[src/rtl/inst_prefetch_queue.sv]
// Instruction prefetch queue between the instruction memory port and if_id.
// Owns the fetch PC, issues one word-aligned fetch at a time, buffers returned
// words with their addresses in an in-order FIFO and flushes on redirects.
// Optional feature macro: PREFETCH_BYPASS_EN. When it is defined, a response
// that arrives while the FIFO is empty drives the outputs in the same cycle.
module inst_prefetch_queue #(
  parameter int DEPTH      = 4,
  parameter int ADDR_WIDTH = 32,
  parameter int DATA_WIDTH = 32,
  parameter logic [ADDR_WIDTH-1:0] RESET_PC = '0
) (
  input  logic                  clk_in,
  input  logic                  reset_in,
  input  logic [5:0]            stall_in,
  input  logic                  jump_flush_in,
  input  logic [ADDR_WIDTH-1:0] jump_address_in,
  output logic                  mem_req_out,
  output logic [ADDR_WIDTH-1:0] mem_addr_out,
  input  logic                  mem_ready_in,
  input  logic                  mem_rvalid_in,
  input  logic [DATA_WIDTH-1:0] mem_rdata_in,
  output logic [DATA_WIDTH-1:0] inst_out,
  output logic [ADDR_WIDTH-1:0] address_out,
  output logic                  inst_valid_out
);

  localparam int PTR_W = $clog2(DEPTH);
  localparam logic [PTR_W:0] DEPTH_CNT = (PTR_W + 1)'(DEPTH);
  localparam logic [DATA_WIDTH-1:0] NOP = DATA_WIDTH'(32'h0000_0013);
  localparam logic [ADDR_WIDTH-1:0] RESET_ALIGNED = {RESET_PC[ADDR_WIDTH-1:2], 2'b00};

  localparam logic [1:0] IDLE         = 2'd0;
  localparam logic [1:0] WAIT_RESP    = 2'd1;
  localparam logic [1:0] WAIT_DISCARD = 2'd2;

  logic [1:0]            state;
  logic [ADDR_WIDTH-1:0] fetch_pc;
  logic [ADDR_WIDTH-1:0] req_addr;
  logic [PTR_W-1:0]      wr_ptr;
  logic [PTR_W-1:0]      rd_ptr;
  logic [PTR_W:0]        count;
  logic [DATA_WIDTH-1:0] inst_mem [DEPTH];
  logic [ADDR_WIDTH-1:0] addr_mem [DEPTH];

  logic fifo_empty;
  logic req_accept;
  logic resp_fire;
  logic pop_fifo;
  logic push_fifo;
  logic bypass_taken;
  logic unused_bits;

  // Only stall bit 1 and the word part of the jump target matter here.
  assign unused_bits = ^{stall_in[5:2], stall_in[0], jump_address_in[1:0]};

  assign fifo_empty = (count == '0);
  assign req_accept = mem_req_out && mem_ready_in;
  assign resp_fire  = (state == WAIT_RESP) && mem_rvalid_in;
  assign pop_fifo   = !fifo_empty && !stall_in[1];

  assign mem_req_out  = !reset_in && (state == IDLE) && (count < DEPTH_CNT) && !jump_flush_in;
  assign mem_addr_out = reset_in ? RESET_ALIGNED : fetch_pc;

`ifdef PREFETCH_BYPASS_EN
  logic bypass_hit;
  assign bypass_hit   = fifo_empty && resp_fire && !jump_flush_in && !reset_in;
  assign bypass_taken = bypass_hit && !stall_in[1];
`else
  assign bypass_taken = 1'b0;
`endif

  assign push_fifo = resp_fire && !bypass_taken;

  // Present the FIFO head (or the bypassed response) with its address; NOP when empty.
  always_comb begin
    inst_out       = NOP;
    address_out    = '0;
    inst_valid_out = 1'b0;
    if (!fifo_empty) begin
      inst_out       = inst_mem[rd_ptr];
      address_out    = addr_mem[rd_ptr];
      inst_valid_out = 1'b1;
    end
`ifdef PREFETCH_BYPASS_EN
    else if (bypass_hit) begin
      inst_out       = mem_rdata_in;
      address_out    = req_addr;
      inst_valid_out = 1'b1;
    end
`endif
  end

  // Fetch FSM and PC: one outstanding request, redirect drops any in-flight word.
  always_ff @(posedge clk_in) begin
    if (reset_in) begin
      state    <= IDLE;
      fetch_pc <= RESET_ALIGNED;
      req_addr <= RESET_ALIGNED;
    end else if (jump_flush_in) begin
      fetch_pc <= {jump_address_in[ADDR_WIDTH-1:2], 2'b00};
      state    <= ((state != IDLE) && !mem_rvalid_in) ? WAIT_DISCARD : IDLE;
    end else begin
      case (state)
        IDLE: begin
          if (req_accept) begin
            req_addr <= fetch_pc;
            fetch_pc <= fetch_pc + ADDR_WIDTH'(4);
            state    <= WAIT_RESP;
          end
        end
        WAIT_RESP: begin
          if (mem_rvalid_in) state <= IDLE;
        end
        WAIT_DISCARD: begin
          if (mem_rvalid_in) state <= IDLE;
        end
        default: state <= IDLE;
      endcase
    end
  end

  // FIFO pointers and occupancy; a flush empties the queue and ignores any pop.
  always_ff @(posedge clk_in) begin
    if (reset_in || jump_flush_in) begin
      wr_ptr <= '0;
      rd_ptr <= '0;
      count  <= '0;
    end else begin
      if (push_fifo) wr_ptr <= wr_ptr + PTR_W'(1);
      if (pop_fifo)  rd_ptr <= rd_ptr + PTR_W'(1);
      case ({push_fifo, pop_fifo})
        2'b10:   count <= count + (PTR_W + 1)'(1);
        2'b01:   count <= count - (PTR_W + 1)'(1);
        default: count <= count;
      endcase
    end
  end

  // FIFO storage: the returned word paired with the address it was fetched from.
  always_ff @(posedge clk_in) begin
    if (!reset_in && !jump_flush_in && push_fifo) begin
      inst_mem[wr_ptr] <= mem_rdata_in;
      addr_mem[wr_ptr] <= req_addr;
    end
  end

endmodule

[config.mk]
export PLATFORM = sky130hd
export DESIGN_NAME = inst_prefetch_queue
export DESIGN_NICKNAME = d
export VERILOG_FILES = /design/src/rtl/inst_prefetch_queue.sv
export SDC_FILE = /design/constraint.sdc
export NUM_CORES = 1
export LEC_CHECK = 0
export ABC_AREA = 0
export CAP_MARGIN = 20
export CORE_MARGIN = 5
export CORE_UTILIZATION = 59
export CTS_CLUSTER_DIAMETER = 60
export DETAILED_ROUTE_END_ITERATION = 6
export GPL_TIMING_DRIVEN = 1
export MAX_ROUTING_LAYER = met4
export PLACE_DENSITY = 0.85
export SYNTH_ARGS = -nofsm -noshare
export SYNTH_HDL_FRONTEND = slang
export SYNTH_SLANG_ARGS = --single-unit
[constraint.sdc]
create_clock -name clk_in -period 6.31 [get_ports clk_in]
set_clock_uncertainty 0.05 [all_clocks]
set_input_delay 1.262 -clock clk_in [delete_from_list [all_inputs] [get_ports clk_in]]
set_output_delay 1.262 -clock clk_in [all_outputs]
set_load 0.01 [all_outputs]
==> flow_metrics.tcl, run 1 <==
set metrics [dict create \
    tightestPinTransition_ps 949 \
    fin_crit_ps 4550 \
    synth_top_family_by_area "simple AND/OR/NAND/NOR gates" \
    drive_gt1_share_pct 13.4 \
    clock_sinks 319 \
    io_pins 173 \
    hold_class "flip-flop to flip-flop" \
    yosys.area_share.adder_pct 0.925 \
    yosysUniqueCellTypes 56 \
    path_buf_inv 2 \
    die_area_um2 25100 \
    synth_mux_area_share_pct 10.7 \
    synth_compound_area_share_pct 4.91 \
    synth.top_cell.area_share_pct 57.3 \
    mostFrequentLayoutCells "248 x edfxtp_1, 160 x clkdlybuf4s50_1, 86 x nor2b_1" \
    power_uw 4220 \
    syn_to_final_growth_pct 21.7 \
    grt_antenna_before_repair 0 \
    fin_crit_sh_pct 72.1 \
    final_nets 1101 \
    path_class "flip-flop to output port" \
    crit_arrival_ps 3240 \
    synth_area_um2 13000 \
    place_area_um2 14800 \
    drc 0 \
    max_freq_ghz 0.220 \
    cts_tree "done" \
    cts_setup_buffers 0 \
    syn_inst 863 \
    clock_latency_ps 550 \
    die_h_um 158 \
    cts_inserted_buffers 30 \
    drt_wl_total_um 27100 \
    p_leak_uw 0.00490 \
    synth_edf_count 248 \
    max-slew-margin-rel_pct 36.7 \
    reg2reg_slack_ps 3700 \
    dieWidth_um 158 \
    synth_top_cell_by_area "edfxtp_1" \
    core_um2 21800 \
    ir_worst_vdd_v 0.000166 \
    p_per_area_nw_per_um2 267 \
    viasPerCell 5.86 \
    path_clk_slew_ps 60 \
    setup_viol 0 \
    antennaDiodeCount 0 \
    rsz0062_at_grt "false" \
    synth-simple-area-share_pct 11.7 \
    crit_required_ps 5000 \
    vias 7733 \
    hold_violations 0 \
    multi_input_area_um2 3840 \
    drtIter0Drc 575 \
    cpLargestDelayFamily "buffers and inverters" \
    grt_max_degree 93 \
    htree_levels 1 \
    numPortBuffers 161 \
    crit_path_cell_trace "buf_4, mux4_2, nor2b_1, clkdlybuf4s50_1" \
    whs_ps 455 \
    cp_max_fo 47 \
    end_kind "output port" \
    max_cap_violations 0 \
    seq_area_um2 8870 \
    cpMaxStageDelayCell "dfxtp_4" \
    synth_ff_type "edfxtp_1" \
    start_util_pct 59.7 \
    grt_overflow 0 \
    status "completed" \
    synth-xor-area-share_pct 1.01 \
    rows 54 \
    r2r_cells 7 \
    startpoint_type "flip-flop" \
    final_common_cell "edfxtp_1" \
    grt_pass1_wl_um 42600 \
    synth_area_leaders "edfxtp_1 57%, dfxtp_1 11%, mux4_2 11%, nor2b_1 4.1%, nand2_1 2.3%" \
    cts_buffer_depth 3 \
    routabilityCongestion 0.851 \
    drv_slew 0 \
    dp.final_hpwl_um 16900 \
    ys_seq_area_share_pct 68.3 \
    drtPass1Iterations 5 \
    tns_ps 0 \
    cp.depth 4 \
    cts-root-buf "clkbuf_16" \
    avgSynthCellArea_um2 15.1 \
    cp_slowest_stage_delay_ps 980 \
    reg2reg_to "fetch_pc[9]" \
    endpoint "address_out[16]" \
    async_flop_share_pct 0 \
    fin_area_um2 15800 \
    ys_ff_latch 319 \
    ys_warn_count 0 \
    grt_pass1_vias 7886 \
    reg2reg_from "state[0]" \
    antenna_left 0 \
    grt_use_total_pct 22.3 \
    cts_resized 0 \
    hold_buffers 0 \
    nFillCells 1363 \
    drt-wirelength-per-cell_um 20.6 \
]
## flip-flops by register name, indices dropped and copies added, names as in the netlist, named ones only
name,count
wr_ptr,2
rd_ptr,2
count,3
inst_mem,128
state,2
req_addr,30
fetch_pc,30
addr_mem,120
## cell usage after synthesis (all sizes together) (4+ instances only)
cell type    n
o21ai        7
nor2b       86
o221ai       5
inv         17
or4          6
or2          5
dfxtp       71
xor2         4
mux4        62
ha           8
a31oi        6
buf         18
nor3         7
a21oi       41
clkbuf      40
a211oi       9
a311oi       5
and4         4
nand3       11
nand2       80
edfxtp     248
xnor2       11
nand4       13
nor4         6
and2         9
nor2        37
and3         8
o211ai       4
## routing by layer
layer	part of all wire (%)	track usage, %	up-vias
li1	-	-	3565
met1	43	30.3	3825
met2	49	36.6	306
met3	6.9	3.32	37
met4	1.5	4.43	0
met5	0	-	-
## kinds of logic (layout without fill, tap and decap cells)
| logic type | Yosys count | after routing |
|---|---|---|
| XOR/XNOR | 15 | 15 |
| buffers and inverters | 75 | 249 |
| multiplexers | 62 | 62 |
| flip-flops | 319 | 319 |
| AND/OR/NAND/NOR | 285 | 285 |
| AO/OA/AOI/OAI | 97 | 97 |
| other | 1 | 4 |
| adder cells (fa/ha/maj) | 9 | 9 |
## tightest hold or removal path, cell delays in order, from the launching register on
cell and delay, ps:
dfxtp_1 310, o211ai_1 80, a21oi_1 60
## worst min path at each step
stage                       from  slack [ps]              end  cells past startpoint
floorplan           fetch_pc[24]         410     req_addr[24]                      2
global placement     req_addr[5]         430   addr_mem[3][5]                      0
detailed placement     wr_ptr[1]         440        wr_ptr[1]                      2
CTS                 req_addr[20]         460  addr_mem[2][20]                      0
global route           wr_ptr[1]         480        wr_ptr[1]                      2
finish                  state[1]         460         state[1]                      2
## layout make-up
type                       instances  share of cell area [%]
clock buffer                      40                    5.31
inverter                          17                   0.404
tap                              280                    2.22
sequential                       319                    56.1
timing repair buffer             177                    10.9
clock inverter                    15                   0.791
multi-input combinational        472                    24.3
## stage by stage
stage	util (%)	setup WS, ps	instances
floorplan	-	2570	866
global placement	68.2	1770	1264
detailed placement	68.2	1800	1264
CTS	72.7	1640	1319
global route	72.7	1490	1320
finish	72.7	1760	1320
## report_power, final
part	internal (µW)	switching [µW]
Combinational	94.0	89.0
Sequential	2270	29.5
Clock	1010	722
Note: power is estimated with default switching activity, not from simulation.
==> run 2, diff against run 1 <==
--- a/config.mk
+++ b/config.mk
@@ -8,12 +8,12 @@
 export ABC_AREA = 0
 export CAP_MARGIN = 20
 export CORE_MARGIN = 5
-export CORE_UTILIZATION = 59
+export CORE_UTILIZATION = 50
 export CTS_CLUSTER_DIAMETER = 60
 export DETAILED_ROUTE_END_ITERATION = 6
 export GPL_TIMING_DRIVEN = 1
 export MAX_ROUTING_LAYER = met4
-export PLACE_DENSITY = 0.85
+export PLACE_DENSITY = 0.76
 export SYNTH_ARGS = -nofsm -noshare
 export SYNTH_HDL_FRONTEND = slang
 export SYNTH_SLANG_ARGS = --single-unit
==> constraint.sdc (replaced) <==
create_clock -name clk_in -period 4 [get_ports clk_in]
set_clock_uncertainty 0.05 [all_clocks]
set_input_delay 0.8 -clock clk_in [delete_from_list [all_inputs] [get_ports clk_in]]
set_output_delay 0.8 -clock clk_in [all_outputs]
set_load 0.01 [all_outputs]
==> run 2 against run 1 <==
Sequential power increased by 58%; global-route usage decreased by 3.5 points; clock power increased by 70%; routed wire length decreased by 1.8%; first-iteration DRC count decreased by 8.2%; non-clock buffer count increased by 6; worst hold slack got worse by 8.0 ps; count of clock-buffer cells in the layout increased by 4; worst setup slack got worse by 1300 ps; die area increased by 17%; sequential share of layout area decreased by 1.1 points; utilization decreased by 10 points; largest power group unchanged; highest routed layer unchanged.
==> flow_metrics.tcl, run 2 (same netlist as run 1, synthesis figures left out) <==
set metrics [dict create \
    die_area_um2 29300 \
    p_leak_uw 0.00499 \
    top_register "inst_mem" \
    tightestPinTransition_ps 758 \
    cts_setup_buffers 0 \
    clock_latency_ps 500 \
    ir_worst_vdd_v 0.000242 \
    hold_violations 0 \
    syn_to_final_growth_pct 24.2 \
    dieWidth_um 171 \
    largestRegisters "inst_mem (128), addr_mem (120)" \
    final_nets 1111 \
    setup_viol 0 \
    grt_overflow 0 \
    whs_path_depth 0 \
    drive_gt1_share_pct 13.7 \
    grt_use_total_pct 18.8 \
    status "completed" \
    m1WireLength_um 11900 \
    antenna_left 0 \
    max-slew-margin-rel_pct 49.1 \
    rows 59 \
    grt_pass1_wl_um 42300 \
    whs_ps 448 \
    startpoint_type "flip-flop" \
    io_pins 173 \
    drtPass1Iterations 5 \
    wl_met2_um 12700 \
    grt_antenna_before_repair 0 \
    largest_reg_flops 128 \
    final-instance-count-excl-fill 1385 \
    path_clk_slew_ps 60 \
    grt_max_degree 66 \
    cts_inserted_buffers 34 \
    viasPerCell 5.53 \
    fin_crit_sh_pct 89.3 \
    r2r_cells 9 \
    mostFrequentLayoutCells "248 x edfxtp_1, 160 x clkdlybuf4s50_1, 86 x nor2b_1" \
    max_freq_ghz 0.280 \
    hold_class "flip-flop to flip-flop" \
    dp.cells 1326 \
    drv_slew 0 \
    hold_buffers 0 \
    cts_tree "done" \
    core_um2 25800 \
    final_common_cell "edfxtp_1" \
    end_kind "output port" \
    crit_required_ps 3150 \
    vias 7656 \
    crit_arrival_ps 2720 \
    dp.final_hpwl_um 16700 \
    routabilityCongestion 0.827 \
    die_h_um 171 \
    tns_ps 0 \
    clock_sinks 319 \
    start_util_pct 50.3 \
    drtIter0Drc 528 \
    cp_max_fo 22 \
    p_per_area_nw_per_um2 425 \
    drt_wl_total_um 26600 \
    nFillCells 1954 \
    drt-wirelength-per-cell_um 19.2 \
    routed-wl-met3_um 1650 \
    cts_buffer_depth 3 \
    htree_levels 2 \
    fin_util_pct 62.4 \
    fin_crit_ps 3570 \
    drc 0 \
    path_class "flip-flop to output port" \
    numPortBuffers 161 \
    antennaDiodeCount 0 \
    max_cap_violations 0 \
    rsz0062_at_grt "false" \
    grt_pass1_vias 7787 \
    cts-root-buf "clkbuf_16" \
    cts_resized 0 \
    top_layer_used "met4" \
]
-- run 2: path summary, 6_finish.rpt --
path,startpoint,to,slack (ps)
worst max register to register,count[2],count[2],1500
worst max-delay path,flip-flop,inst_out[1],430
worst min register to register,req_addr[14],addr_mem[2][14],450
worst min-delay path,req_addr[14],addr_mem[2][14],450
-- run 2: layout make-up --
type | instances | area (µm²) | area share, %
Clock buffer | 44 | 920 | 5.70
Sequential cell | 319 | 8870 | 55.0
Multi-Input combinational cell | 472 | 3840 | 23.8
Timing Repair Buffer | 183 | 1880 | 11.7
Tap cell | 335 | 419 | 2.60
Inverter | 17 | 63.8 | 0.396
Clock inverter | 15 | 133 | 0.822
-- run 2: routing by layer --
metal  vias up  track usage, %
met2       249            29.4
met5         -               -
met3        35            3.59
li1       3601               -
met1      3771            26.1
met4         0            3.96
-- run 2: report_power, final --
part	switching, µW	internal, µW
clock network	1190	1750
logic	138	152
registers	45.3	3580
total	1370	5490
-- run 2: per-stage QoR --
stage,cell area [µm²],power [µW],worst slack [ps]
floorplan,13000,3820,725
global placement,15100,3980,686
detailed placement,15100,3990,675
CTS,16100,6940,340
global route,16100,7100,268
finish,16100,6860,427
-- run 2: worst max-delay path, cell delays in order, from the launching register on --
cell and delay (ps):
dfxtp_4 650, buf_4 310, mux4_2 510, or2_2 280, clkdlybuf4s50_1 480
==> RTL edit: new RTL, settings of run 2 <==
The parameter `DATA_WIDTH` goes from 32 to 64.
--- a/src/rtl/inst_prefetch_queue.sv
+++ b/src/rtl/inst_prefetch_queue.sv
@@ -6,7 +6,7 @@
 module inst_prefetch_queue #(
   parameter int DEPTH      = 4,
   parameter int ADDR_WIDTH = 32,
-  parameter int DATA_WIDTH = 32,
+  parameter int DATA_WIDTH = 64,
   parameter logic [ADDR_WIDTH-1:0] RESET_PC = '0
 ) (
   input  logic                  clk_in,
Interface: changed (resized inst_out and mem_rdata_in); port bits go from 173 to 237. The function was not compared with the original's and may differ.
==> RTL edit against run 2 <==
Maximum frequency rose by 1.2%; hold slack got worse by 0.0018 ns; routed wire length up 41%; via count is 27% higher; non-clock buffer count up 75; sequential cell count rose by 128; final area increased by 38%; power grew 43%; setup slack improved by 0.042 ns; area after synthesis increased by 37%.
==> RTL edit: results (changes against run 2) <==
| Metric | Value |
|---|---|
| Sequential share of the synthesized area | 0.714 (+0.0318) |
| Fill cells | 2,527 (+29%) |
| Max-slew violations | 0 (unchanged) |
| Synth top area cells | edfxtp_1 63%, mux4_2 12%, dfxtp_1 8.0% |
| Met2 wire length | 18.5 mm (+46%) |
| Outcome | finished, final reports clean |
| Post-CTS setup buffers | 0 (unchanged) |
| Hold depth | 2 (+2) |
| Number of H-tree levels | 2 (unchanged) |
| IO buf count | 225 (+40%) |
| Met1 Wirelength | 15.8 mm (+33%) |
| CTS Buf Count | 48 (+41%) |
| DR iter-0 viols | 591 (+12%) |
| Max Used Layer | met4 |
| Nets | 1,422 (+28%) |
| Worst-path clk slew | 0.06 ns (about the same) |
| Dpl hpwl | 24.3 mm (+46%) |
| First-pass GRT wire length | 58.7 mm (+39%) |
| Total GRT Usage | 0.198 (+0.0105) |
| Share of cells above drive strength 1 | 0.168 (+0.0304) |
| Worst R2R Setup Slack | 1.68 ns (+0.18 ns) |
| Biggest regs | inst_mem: 256 flops, addr_mem: 120 flops |
| Largest net degree at the start of global routing | 58 (-12%) |
| Max rail drop VDD | 0.423 mV (+75%) |
| WHS Endpoint | wr_ptr[1] |
| Reg-to-Reg Start | count[2] |
| Vias in the first global route | 10,140 (+30%) |
| Cell Int Power | 7.84 mW (+43%) |
| Leakage power | 7.16 nW (+43%) |
| Min-delay src | wr_ptr[1] |
| Met3 wire len | 2.79 mm (+69%) |
| Commonest cells in the synthesized netlist | 376 x edfxtp_1, 94 x mux4_2, 92 x and2_1 |
| Drt wl/cell | 20.9 µm (+8.5%) |
| EDFF count, synth | 376 (+52%) |
| Slew HR | 0.537 (+0.0468) |
| Clock Latency Late Sink | 0.54 ns (+0.04 ns) |
| Data arrival, critical path | 2.68 ns (-0.04 ns) |
| Crit path max fanout | 32 (+45%) |
| Unique masters post-synth | 44 (-21%) |
| DR vias | 9,741 (+27%) |
| RePlAce Congestion | 0.806 (-2.5%) |
-- RTL edit: cell count changes after synthesis, sizes merged, moves of 7 or more --
cell,change
a211oi,-9
a21oi,+16
and2,+83
nor2b,-55
edfxtp,+128
inv,+11
xor2,+12
mux2i,+7
buf,+14
mux4,+32
clkbuf,-12
o21a,+13
-- RTL edit: power groups by stage --
stage / clock network [mW] / logic (mW) / registers [mW]
floorplan: 0 / 0.158 / 5.19
global placement: 0 / 0.357 / 5.21
CTS: 4.42 / 0.369 / 5.11
finish: 4.33 / 0.366 / 5.11
global route: 4.62 / 0.399 / 5.11
detailed placement: 0 / 0.365 / 5.21
-- RTL edit: worst max-delay path by stage --
stage	slack, ns	end	start
final	0.47	address_out[28]	flip-flop
after CTS	0.38	address_out[29]	flip-flop
after global routing	0.29	address_out[29]	flip-flop
after floorplan	0.07	addr_mem[0][10]	reset_in
after detailed placement	0.98	address_out[29]	flip-flop
after global placement	0.97	mem_req_out	jump_flush_in
-- RTL edit: through the flow --
stage / std cells / util / hold slack [ns] / worst slack [ns] / instance area (µm²)
after detailed placement: 1717 / 0.588 / 0.440 / 0.982 / 20700
after global routing: 1804 / 0.632 / 0.469 / 0.293 / 22300
after floorplan: 1058 / - / 0.407 / 0.0714 / 17800
after global placement: 1717 / 0.588 / 0.423 / 0.971 / 20700
after CTS: 1804 / 0.632 / 0.447 / 0.382 / 22300
final: 1805 / 0.632 / 0.446 / 0.469 / 22300
-- RTL edit: routing by layer --
metal / vias to the layer above / track usage
met4: 0 / 0.0446
met3: 49 / 0.0373
met5: - / -
met2: 333 / 0.313
li1: 4488 / -
met1: 4871 / 0.274
-- RTL edit: worst max-delay path: stages, from the launching register on --
cell             delay (ns)
dfxtp_4                0.54
buf_12                 0.31
mux4_2                 0.53
and2_1                 0.16
clkdlybuf4s50_1        0.57
-- RTL edit: cell type report --
class | instances | area, µm² | area share
multi-input cells | 523 | 4730 | 0.212
diodes | 1 | 2.50 | 0.000112
repair buffers | 258 | 2620 | 0.117
clock buffers | 59 | 1310 | 0.0585
well taps | 461 | 577 | 0.0258
clock inverters | 28 | 260 | 0.0117
flip-flops and latches | 447 | 12700 | 0.570
inverters | 28 | 105 | 0.00471
-- RTL edit: cell families (layout without fill, tap and decap cells) --
group,Yosys count,after routing,share of synthesized area
multiplexers,101,101,0.123
other,1,5,0.000211
AND/OR/NAND/NOR,293,293,0.0905
adder cells (fa/ha/maj),9,9,0.00675
XOR/XNOR,33,33,0.0162
buffers and inverters,88,373,0.0215
flip-flops,447,447,0.714
AO/OA/AOI/OAI,83,83,0.0274
